`src/rtl/cube_face_plotter.sv`:
```
// Cube face plotter: snapshots six 3x3 cube faces and rasterises them as an unfolded
// cross net, one pixel per clock. Optional pre-blank of the net box: CUBE_PLOT_CLEAR_EN.
module cube_face_plotter #(
    parameter int unsigned CELL = 8,
    parameter int unsigned GAP  = 1,
    parameter int unsigned X0   = 32,
    parameter int unsigned Y0   = 24
) (
    input  logic       CLOCK_50,
    input  logic       resetn,
    input  logic       start,
    input  logic [2:0] f1 [0:8],
    input  logic [2:0] f2 [0:8],
    input  logic [2:0] f3 [0:8],
    input  logic [2:0] f4 [0:8],
    input  logic [2:0] f5 [0:8],
    input  logic [2:0] f6 [0:8],
    output logic [7:0] x,
    output logic [6:0] y,
    output logic [2:0] colour,
    output logic       plot,
    output logic       busy,
    output logic       done
);
    localparam int unsigned CW    = 3;
    localparam int unsigned NFACE = 6;
    localparam int unsigned NSTK  = 9;
`ifdef CUBE_PLOT_CLEAR_EN
    localparam int unsigned BOX_W = 12 * CELL;
    localparam int unsigned BOX_H = 9 * CELL;
`endif

    typedef enum logic [2:0] {S_IDLE, S_LATCH, S_CLEAR, S_DRAW, S_DONE} state_t;

    state_t        r_state, w_state_next;
    logic [2:0]    r_snap [0:NFACE-1][0:NSTK-1];
    logic [CW-1:0] r_px, r_py, w_px_next, w_py_next;
    logic [3:0]    r_idx, w_idx_next;
    logic [2:0]    r_face, w_face_next;
`ifdef CUBE_PLOT_CLEAR_EN
    logic [7:0]    r_cx, w_cx_next;
    logic [6:0]    r_cy, w_cy_next;
`endif
    logic [7:0]    r_x, w_x_d;
    logic [6:0]    r_y, w_y_d;
    logic [2:0]    r_colour, w_colour_d;
    logic          r_plot, w_plot_d;
    logic          r_busy, w_busy_d;
    logic          r_done, w_done_d;

    int unsigned   w_fcol, w_frow;
    logic [1:0]    w_scol, w_srow;
    logic [7:0]    w_sx;
    logic [6:0]    w_sy;
    logic [2:0]    w_scolour;
    logic          w_gap;
    logic          w_px_last, w_py_last, w_idx_last, w_face_last;

    assign x      = r_x;
    assign y      = r_y;
    assign colour = r_colour;
    assign plot   = r_plot;
    assign busy   = r_busy;
    assign done   = r_done;

    // Net position of each face in draw order: top, left, front, right, back, bottom.
    always_comb begin
        w_fcol = 3;
        w_frow = 0;
        case (r_face)
            3'd1:    begin w_fcol = 0; w_frow = 3; end
            3'd2:    begin w_fcol = 3; w_frow = 3; end
            3'd3:    begin w_fcol = 6; w_frow = 3; end
            3'd4:    begin w_fcol = 9; w_frow = 3; end
            3'd5:    begin w_fcol = 3; w_frow = 6; end
            default: begin w_fcol = 3; w_frow = 0; end
        endcase
    end

    assign w_scol    = 2'(r_idx % 4'd3);
    assign w_srow    = 2'(r_idx / 4'd3);
    assign w_sx      = 8'(X0 + (w_fcol + 32'(w_scol)) * CELL + 32'(r_px));
    assign w_sy      = 7'(Y0 + (w_frow + 32'(w_srow)) * CELL + 32'(r_py));
    assign w_gap     = (32'(r_px) >= CELL - GAP) || (32'(r_py) >= CELL - GAP);
    assign w_scolour = w_gap ? 3'd0 : r_snap[r_face][r_idx];

    assign w_px_last   = (r_px == CW'(CELL - 1));
    assign w_py_last   = (r_py == CW'(CELL - 1));
    assign w_idx_last  = (r_idx == 4'd8);
    assign w_face_last = (r_face == 3'd5);

    // Next-state, counter and output-register logic.
    always_comb begin
        w_state_next = r_state;
        w_px_next    = r_px;
        w_py_next    = r_py;
        w_idx_next   = r_idx;
        w_face_next  = r_face;
`ifdef CUBE_PLOT_CLEAR_EN
        w_cx_next    = r_cx;
        w_cy_next    = r_cy;
`endif
        w_x_d        = r_x;
        w_y_d        = r_y;
        w_colour_d   = r_colour;
        w_plot_d     = 1'b0;
        w_done_d     = 1'b0;
        case (r_state)
            S_IDLE: begin
                if (start) w_state_next = S_LATCH;
            end
            S_LATCH: begin
                w_px_next   = '0;
                w_py_next   = '0;
                w_idx_next  = '0;
                w_face_next = '0;
`ifdef CUBE_PLOT_CLEAR_EN
                w_cx_next    = '0;
                w_cy_next    = '0;
                w_state_next = S_CLEAR;
`else
                w_state_next = S_DRAW;
`endif
            end
`ifdef CUBE_PLOT_CLEAR_EN
            S_CLEAR: begin
                w_plot_d   = 1'b1;
                w_x_d      = 8'(X0 + 32'(r_cx));
                w_y_d      = 7'(Y0 + 32'(r_cy));
                w_colour_d = 3'd0;
                if (r_cx == 8'(BOX_W - 1)) begin
                    w_cx_next = '0;
                    if (r_cy == 7'(BOX_H - 1)) begin
                        w_cy_next    = '0;
                        w_state_next = S_DRAW;
                    end else begin
                        w_cy_next = r_cy + 7'd1;
                    end
                end else begin
                    w_cx_next = r_cx + 8'd1;
                end
            end
`endif
            S_DRAW: begin
                w_plot_d   = 1'b1;
                w_x_d      = w_sx;
                w_y_d      = w_sy;
                w_colour_d = w_scolour;
                if (w_px_last) begin
                    w_px_next = '0;
                    if (w_py_last) begin
                        w_py_next = '0;
                        if (w_idx_last) begin
                            w_idx_next = '0;
                            if (w_face_last) begin
                                w_face_next  = '0;
                                w_state_next = S_DONE;
                            end else begin
                                w_face_next = r_face + 3'd1;
                            end
                        end else begin
                            w_idx_next = r_idx + 4'd1;
                        end
                    end else begin
                        w_py_next = r_py + CW'(1);
                    end
                end else begin
                    w_px_next = r_px + CW'(1);
                end
            end
            S_DONE: begin
                w_done_d     = 1'b1;
                w_state_next = S_IDLE;
            end
            default: w_state_next = S_IDLE;
        endcase
    end

    // busy covers LATCH through DONE and drops together with the done pulse.
    assign w_busy_d = (w_state_next != S_IDLE);

    always_ff @(posedge CLOCK_50 or negedge resetn) begin
        if (!resetn) r_state <= S_IDLE;
        else         r_state <= w_state_next;
    end

    always_ff @(posedge CLOCK_50 or negedge resetn) begin
        if (!resetn) begin
            r_px     <= '0;
            r_py     <= '0;
            r_idx    <= '0;
            r_face   <= '0;
`ifdef CUBE_PLOT_CLEAR_EN
            r_cx     <= '0;
            r_cy     <= '0;
`endif
            r_x      <= '0;
            r_y      <= '0;
            r_colour <= '0;
            r_plot   <= 1'b0;
            r_busy   <= 1'b0;
            r_done   <= 1'b0;
        end else begin
            r_px     <= w_px_next;
            r_py     <= w_py_next;
            r_idx    <= w_idx_next;
            r_face   <= w_face_next;
`ifdef CUBE_PLOT_CLEAR_EN
            r_cx     <= w_cx_next;
            r_cy     <= w_cy_next;
`endif
            r_x      <= w_x_d;
            r_y      <= w_y_d;
            r_colour <= w_colour_d;
            r_plot   <= w_plot_d;
            r_busy   <= w_busy_d;
            r_done   <= w_done_d;
        end
    end

    // Snapshot stored in draw order so the face counter indexes it directly.
    always_ff @(posedge CLOCK_50 or negedge resetn) begin
        if (!resetn) begin
            for (int i = 0; i < int'(NFACE); i++)
                for (int j = 0; j < int'(NSTK); j++)
                    r_snap[i][j] <= '0;
        end else if (r_state == S_LATCH) begin
            for (int j = 0; j < int'(NSTK); j++) begin
                r_snap[0][j] <= f5[j];
                r_snap[1][j] <= f3[j];
                r_snap[2][j] <= f1[j];
                r_snap[3][j] <= f4[j];
                r_snap[4][j] <= f2[j];
                r_snap[5][j] <= f6[j];
            end
        end
    end

endmodule

```
`config.mk`:
```
export PLATFORM = sky130hd
export DESIGN_NAME = cube_face_plotter
export DESIGN_NICKNAME = d
export VERILOG_FILES = /design/src/rtl/cube_face_plotter.sv
export SDC_FILE = /design/constraint.sdc
export NUM_CORES = 1
export LEC_CHECK = 0
export BUFFER_PORTS_ARGS = -buffer_cell sky130_fd_sc_hd__clkbuf_2
export CAP_MARGIN = 20
export CELL_PAD_IN_SITES_DETAIL_PLACEMENT = 0
export CELL_PAD_IN_SITES_GLOBAL_PLACEMENT = 2
export CORE_MARGIN = 2
export CORE_UTILIZATION = 25
export CTS_CLUSTER_SIZE = 25
export DETAILED_ROUTE_END_ITERATION = 10
export HOLD_SLACK_MARGIN = 0.06
export MAX_ROUTING_LAYER = met4
export PLACE_DENSITY_LB_ADDON = 0.1
export RECOVER_POWER = 25
export SYNTH_ARGS = -nofsm -noshare
export SYNTH_HDL_FRONTEND = slang
export SYNTH_SLANG_ARGS = --single-unit
```
`constraint.sdc`:
```
create_clock -name CLOCK_50 -period 4.96 [get_ports CLOCK_50]
set_clock_uncertainty 0.2 [all_clocks]
set_input_delay 0.496 -clock CLOCK_50 [delete_from_list [all_inputs] [get_ports CLOCK_50]]
set_output_delay 0.496 -clock CLOCK_50 [all_outputs]
set_load 0.01 [all_outputs]
```
==> results of run 1 <==
## where the power goes
part	switching, µW	internal, µW
clock network	686	705
logic	1430	1530
registers	514	2420
total	2630	4650
## stage by stage
step,area (µm²),std cells,util [%],setup slack (ps),hold WS (ps)
after global routing,12200,1515,32.4,889,60.3
after floorplan,9560,751,-,1520,0.409
after CTS,12200,1506,32.3,1210,60.3
after detailed placement,11000,1412,29.2,1240,262
final,12200,1515,32.4,1240,86.2
after global placement,11000,1412,29.2,1270,268
## final timing paths
path | startpoint | endpoint | slack [ps] | depth (start not counted)
worst max-delay path | r_idx[2]$_DFFE_PN0P_ | x[7]$_DFFE_PN0P_ | 1240 | 17
worst min-delay path | f1[17] | r_snap[98]$_DFFE_PN0P_ | 90 | 2
min in group asynchronous | resetn | x[1]$_DFFE_PN0P_ | 1120 | 2
worst max register to register | r_idx[2]$_DFFE_PN0P_ | x[7]$_DFFE_PN0P_ | 1240 | 17
max in group asynchronous | resetn | r_face[0]$_DFFE_PN0P_ | 1630 | 2
worst min register to register | x[1]$_DFFE_PN0P_ | x[1]$_DFFE_PN0P_ | 270 | 2
## cells in the final DEF (no fill, tap or decap), types with 3 or more instances in the layout
cell type,Yosys,layout
a21oi_1,24,24
nand2_1,57,57
dlygate4sd3_1,0,69
diode_2,0,3
clkbuf_1,13,14
clkbuf_2,0,171
o22ai_1,6,6
o21ai_0,33,33
mux2_2,164,164
o31ai_1,3,3
a31oi_1,6,6
nor3_1,5,5
nand3_1,16,16
inv_1,17,17
nor3b_1,5,5
o211ai_1,4,4
xnor2_1,7,7
ha_1,16,16
and2_1,4,4
clkinvlp_4,0,3
nor2_1,25,25
mux2i_1,41,41
o221ai_1,3,3
nand2b_1,5,5
nor2b_1,4,4
mux4_2,16,16
dfrtp_1,199,196
inv_6,0,3
inv_8,0,3
buf_4,3,10
clkbuf_16,0,17
a211oi_1,8,8
a22o_1,5,5
nand4_1,4,4
## per-layer routing
layer,routed length (µm),vias up,track usage [%],part of all wire (%)
met3,1060,9,3.39,3.8
met5,0,-,-,0
met2,13300,117,23.1,48
met4,278,0,3.40,1.0
li1,-,3196,-,-
met1,13300,3345,20.0,48
## kinds of logic after synthesis
group | Yosys count | share of synthesized area (%)
and+or+nand+nor | 133 | 6.40
AOI/OAI and AO/OA | 104 | 6.80
xor gates and xnor gates | 9 | 0.824
muxes | 223 | 27.9
buffers and inverters | 65 | 3.47
DFF | 199 | 52.1
adders and majority gates | 18 | 2.51
## worst register-to-register path, stage by stage, from the launching register on
cell	delay, ps
dfrtp_1	440
inv_1	190
nor2_1	90
ha_1	190
inv_1	50
ha_1	190
a21bo_2	270
xnor2_1	180
ha_1	160
nand2b_1	160
mux2_2	370
ha_1	290
a21o_1	170
nand2_1	70
mux2i_1	190
ha_1	180
xnor2_1	110
o21ai_0	80
## final cells by class
cell class | instances | area [µm²] | area share [%]
clock buffer | 17 | 425 | 3.48
multi-input combinational | 487 | 4260 | 34.8
clock inverter | 14 | 140 | 1.15
inverter | 19 | 71.3 | 0.584
timing repair buffer | 265 | 1690 | 13.9
tap | 511 | 639 | 5.23
antenna | 3 | 7.51 | 0.0614
sequential | 199 | 4990 | 40.8
## flip-flops by register name, indices dropped and copies added (netlist names)
signal,cells
r_snap,162
x,8
y,7
r_idx,4
colour,3
r_face,3
r_px,3
r_py,3
r_state,3
busy,1
done,1
plot,1
## timing repair
action	4_1_cts	5_1_grt
hold buffers	63	6
hold endpoints to repair	149	6
gates resized for setup	0	0
==> qor.yml, run 1 <==
logic_synthesis:
  synthTopCellsByArea: "dfrtp_1 52%, mux2_2 19%, mux2i_1 4.3%"
  ys_warn_count: 0
  synthDistinctLibCells: 51
  synth_common_cells: "199 x dfrtp_1, 164 x mux2_2, 57 x nand2_1, 41 x mux2i_1, 33 x o21ai_0"
  synth_area_mm2: 0.00956
  synth_seq_cells: 199
  ys_seq_area_share_pct: 52.1
  synthesis.nets: 934
  ys_async_sr_fraction_pct: 100
  synth.avg_cell_area_um2: 12.7
  post-synth-top-count-cell: "dfrtp_1"
  ys.flop_type: "dfrtp_1"
  syn_inst: 751
  yosys.area.top_type_share_pct: 52.1
  synth_edf_count: 0
  synth_top_area_cell: "dfrtp_1"
critical_path:
  crit_fanout: 6
  end_kind: "flip-flop"
  cp_common_cell: "ha_1"
  crit_type: "reg2reg"
  crit_family: "adder cells"
  arrival_ps: 3840
  cpPeakStageDelay_ps: 440
  critPathRequiredTime_ps: 5070
  critPathLaunchType: "flip-flop"
  slowest_stage: "dfrtp_1"
  path_cells: "inv_1, nor2_1, ha_1, inv_1, ha_1, a21bo_2, xnor2_1, ha_1, nand2b_1, mux2_2, ha_1, a21o_1, nand2_1, mux2i_1, ha_1, xnor2_1, o21ai_0"
  worstPathBufferInverterCount: 2
floorplanning:
  die_x_um: 200
  die_height_um: 200
  start_util_pct: 25.4
  rows: 71
  core_area_mm2: 0.0377
  die_area_mm2: 0.0398
  io_pins: 186
routing:
  routed_wl_um: 27900
  antenna_left: 0
  drc_errors: 0
  drtPass1Iterations: 6
  via_count: 6667
  drt_iter0_drc: 232
  vias_per_cell: 4.40
  wl_per_cell_um: 18.4
global_route:
  grt_pass1_wl_um: 42800
  grt_antenna_before_repair: 3
  grt_pass1_vias: 7002
  grt_max_degree: 164
  grt-ovfl-total: 0
  grt.total_usage_pct: 15.0
clocking:
  htreeDepth: 4
  cts_made_buffers: 17
  cts_setup_buffers: 0
  cts.clk_slew.worst_paths_ps: 80
  cts.sinks: 199
  worstSkewPairLatency_ps: 440
  tritoncts: "yes"
  ctsLongestPathBuffers: 2
  cts_root_buf: "clkbuf_16"
sta:
  slew_violations: 91
  maxSlewHeadroom_pct: -64.8
  worstMarginPinSlew_ps: 2470
  period_share_pct: 75.0
  setup_viol: 0
  rsz0062_at_grt: "false"
  tns_ps: 0
  max_freq_ghz: 0.269
  finalHoldViolCount: 0
  period_minus_slack_ps: 3720
pwr:
  p_leak_uw: 0.00522
  irDropWorstVdd_mv: 0.246
  p_total_uw: 7280
  power_density_mw_per_mm2: 596
finish:
  fillers: 3904
  syn_to_final_growth_pct: 27.8
  fin_nets: 1172
  layout-drive-gt1-share_pct: 40.1
run_status:
  violations: "max-capacitance violations, max-slew violations"
  status: "finished, violations left"
worst_hold_path:
  hold_path.class: "in2reg"
place:
  gp_congestion: 0.699
  hpwl_um: 19700
  port-buffer-count: 185
job:
  drv_cap: 1
Power figures use the tool's default switching activity.
==> run 2, diff against run 1 <==
Settings changed: ABC_AREA from default to 1.
Clock period 4.96 ns to 3.6 ns, I/O delays scaled along.
==> run 2 against run 1 <==
Effect of this change:
- worst setup slack got worse by 1000 ps
- core utilization rose by 2.1 points
- flip-flop and latch count is the same
- register-to-register slack lost 1000 ps
- hold slack better by 150 ps
- non-clock buffer count grew 103
- critical endpoint unchanged
- largest cell class unchanged
- sequential share of layout area decreased by 3.6 points
- sequential power decreased by 19%
- clock power rose by 36%
- the flow still finishes with violations (max-capacitance violations, max-slew violations)
- final cell count grew 43%
- combinational power decreased by 85%
- die area rose by 2.8%
==> qor.yml, run 2 <==
place:
  port-buffer-count: 185  # unchanged
  gp_congestion: 0.778  # +11%
  hpwl_um: 23800  # +21%
  place_area_mm2: 0.0112  # +2.2%
finish:
  syn_to_final_growth_pct: 36.1
  design_area_mm2: 0.0134  # +9.6%
  final_common_cell: "nand2_1"
  utilization_pct: 34.6  # +2.1 points
  multiInputGateArea_mm2: 0.00422  # -0.97%
  layout-drive-gt1-share_pct: 14.7  # -25 points
  largest_register_ffs: 162  # unchanged
  fin_nets: 1820  # +55%
  fillers: 4283  # +9.7%
  area.sequential_mm2: 0.00498  # -0.10%
  largest_register: "r_snap"
  mostFrequentLayoutCells: "758 x nand2_1, 198 x dfrtp_1, 164 x dlygate4sd3_1, 164 x clkbuf_2, 59 x inv_1"
sta:
  maxSlewHeadroom_pct: -46.5  # +18 points
  worstMarginPinSlew_ps: 2200  # -274 ps
  max_freq_ghz: 0.296  # +10%
  finalHoldViolCount: 0  # unchanged
  setup_viol: 0  # unchanged
  period_share_pct: 93.9  # +19 points
  tns_ps: 0  # unchanged
  slew_violations: 77  # -15%
  period_minus_slack_ps: 3380  # -343 ps
floorplanning:
  rows: 72  # +1.4%
  io_pins: 186  # unchanged
  die_area_mm2: 0.0409  # +2.8%
  start_util_pct: 25.4  # about the same
  die_height_um: 202  # +1.4%
  core_area_mm2: 0.0387  # +2.8%
  die_x_um: 202  # +1.4%
logic_synthesis:
  ys.flop_type: "dfrtp_1"
  syn_inst: 1316  # +75%
  post-synth-top-count-cell: "nand2_1"
  synthDistinctLibCells: 32  # -37%
  ys_warn_count: 0  # unchanged
  ys_seq_area_share_pct: 50.6  # -1.4 points
  synth_common_cells: "759 x nand2_1, 199 x dfrtp_1, 60 x inv_1, 52 x o21ai_0, 47 x nor2_1"
  synth_seq_cells: 199  # unchanged
  synth_area_mm2: 0.00984  # +2.9%
  ys_async_sr_fraction_pct: 100  # unchanged
  synth_edf_count: 0  # unchanged
  synth_top_area_cell: "dfrtp_1"
  yosys.area.top_type_share_pct: 50.6  # -1.4 points
  synthesis.nets: 1499  # +60%
  synthTopCellsByArea: "dfrtp_1 51%, nand2_1 29%, o21ai_0 2.6%"
  synth.avg_cell_area_um2: 7.47  # -41%
critical_path:
  crit_fanout: 4  # -2
  critPathLaunchType: "flip-flop"
  path_cells: "inv_2, nand2_2, inv_2, ha_1, inv_1, ha_2, o21ai_2, xor2_1, ha_2, nor2_4, xor2_1, ha_2, inv_1, fa_2, xnor2_2, inv_1, ha_1, xnor2_1, o21ai_1"
  critPathRequiredTime_ps: 3720  # -1350 ps
  cpPeakStageDelay_ps: 370  # -70 ps
  arrival_ps: 3500  # -340 ps
  end_kind: "flip-flop"
  crit_type: "reg2reg"
  slowest_stage: "dfrtp_1"
clocking:
  cts.clk_slew.worst_paths_ps: 70  # about the same
  htreeDepth: 4  # unchanged
  cts_root_buf: "clkbuf_16"
  ctsLongestPathBuffers: 2  # unchanged
  cts_made_buffers: 17  # unchanged
  cts.sinks: 199  # unchanged
  cts_setup_buffers: 0  # unchanged
  tritoncts: "yes"
  worstSkewPairLatency_ps: 450  # about the same
global_route:
  grt_max_degree: 187  # +14%
  grt.total_usage_pct: 17.9  # +2.9 points
  grt_antenna_before_repair: 1  # -2
  grt_pass1_vias: 9552  # +36%
  grt_pass1_wl_um: 54300  # +27%
  grt-ovfl-total: 0  # unchanged
run_status:
  status: "finished, violations left"
  violations: "max-capacitance violations, max-slew violations"
routing:
  routed_wl_um: 34200  # +22%
  drtPass1Iterations: 4  # -2
  antenna_left: 0  # unchanged
  wl_per_cell_um: 15.8  # -14%
  drt_iter0_drc: 312  # +34%
  drc_errors: 0  # unchanged
  vias_per_cell: 4.17  # -5.3%
  via_count: 9043  # +36%
pwr:
  power_density_mw_per_mm2: 351  # -41%
  p_leak_uw: 0.00688  # +32%
  irDropWorstVdd_mv: 0.299  # +22%
worst_hold_path:
  hold_path.class: "reg2reg"
job:
  drv_cap: 1  # unchanged
-- run 2: changes by cell type in the layout (fill, tap and decap cells not counted), moves of 8 or more --
cell and delta:
a211oi_1 -8, mux4_2 -16, a21oi_1 -8, dlygate4sd3_1 +95
clkbuf_1 +12, nor2_1 +24, inv_1 +42, mux2i_1 -41
nand3_1 +30, mux2_2 -164, nand2_1 +701, o21ai_0 +18
-- run 2: critical path: cells and delay by family (launching register included) --
kind,cells,cell delay (ps)
buf+inv,5,310
xor+xnor,4,650
fa+ha+maj,6,1340
simple gates,2,230
flops,1,370
compound gates,2,150
-- run 2: final cells by class --
type / count / area share, %
Antenna cell: 1 / 0.0187
Tap cell: 518 / 4.84
Clock buffer: 24 / 3.60
Multi-Input combinational cell: 983 / 31.5
Timing Repair Buffer: 368 / 20.3
Inverter: 68 / 2.02
Clock inverter: 8 / 0.542
Sequential cell: 199 / 37.2
-- run 2: per-stage QoR --
stage	hold slack (ps)	worst slack [ps]	std cells	power (µW)
4_1_cts	259	14.8	2168	4800
5_1_grt	273	-3.73	2169	4940
3_3_place_gp	241	82.0	1972	2730
2_1_floorplan	-136	263	1316	2510
6_report	232	220	2169	4700
3_5_place_dp	248	30.8	1972	2730
-- run 2: power by group --
group / switching, µW / total [µW] / internal (µW)
combinational: 201 / 437 / 237
sequential: 49.8 / 2380 / 2330
clock: 879 / 1890 / 1010
total: 1130 / 4700 / 3570
-- run 2: final timing paths --
kind	startpoint	end	slack (ps)	cells past startpoint
worst max-delay path	r_idx[3]$_DFFE_PN0P_	x[7]$_DFFE_PN0P_	220	19
worst min-delay path	r_state[0]$_DFF_PN0_	done$_DFF_PN0_	230	1
worst max register to register	r_idx[3]$_DFFE_PN0P_	x[7]$_DFFE_PN0P_	220	19
worst min register to register	r_state[0]$_DFF_PN0_	done$_DFF_PN0_	230	1
max in group asynchronous	resetn	r_idx[1]$_DFFE_PN0P_	540	3
min in group asynchronous	resetn	r_snap[9]$_DFFE_PN0P_	870	2
-- run 2: cell families after synthesis --
kind of cell,Yosys count,synth area share [%]
buf+inv,134,6.72
compound gates,74,3.83
simple gates,882,35.6
flops,199,50.6
xor+xnor,9,0.801
fa+ha+maj,18,2.44
-- run 2: timing repair --
action	in CTS	in global routing
pin swaps	0	3
setup endpoints to repair	1	2
resized for setup	2	8
hold buffers	164	0
endpoints found under the hold margin	238	0
-- run 2: routing by layer --
layer  global-route usage, %  wire (µm)  vias to the layer above
met2                    28.5      16000                      129
met5                       -          0                        -
li1                        -          -                     4668
met3                    2.72        865                       20
met4                    4.35        478                        0
met1                    23.8      16800                     4226
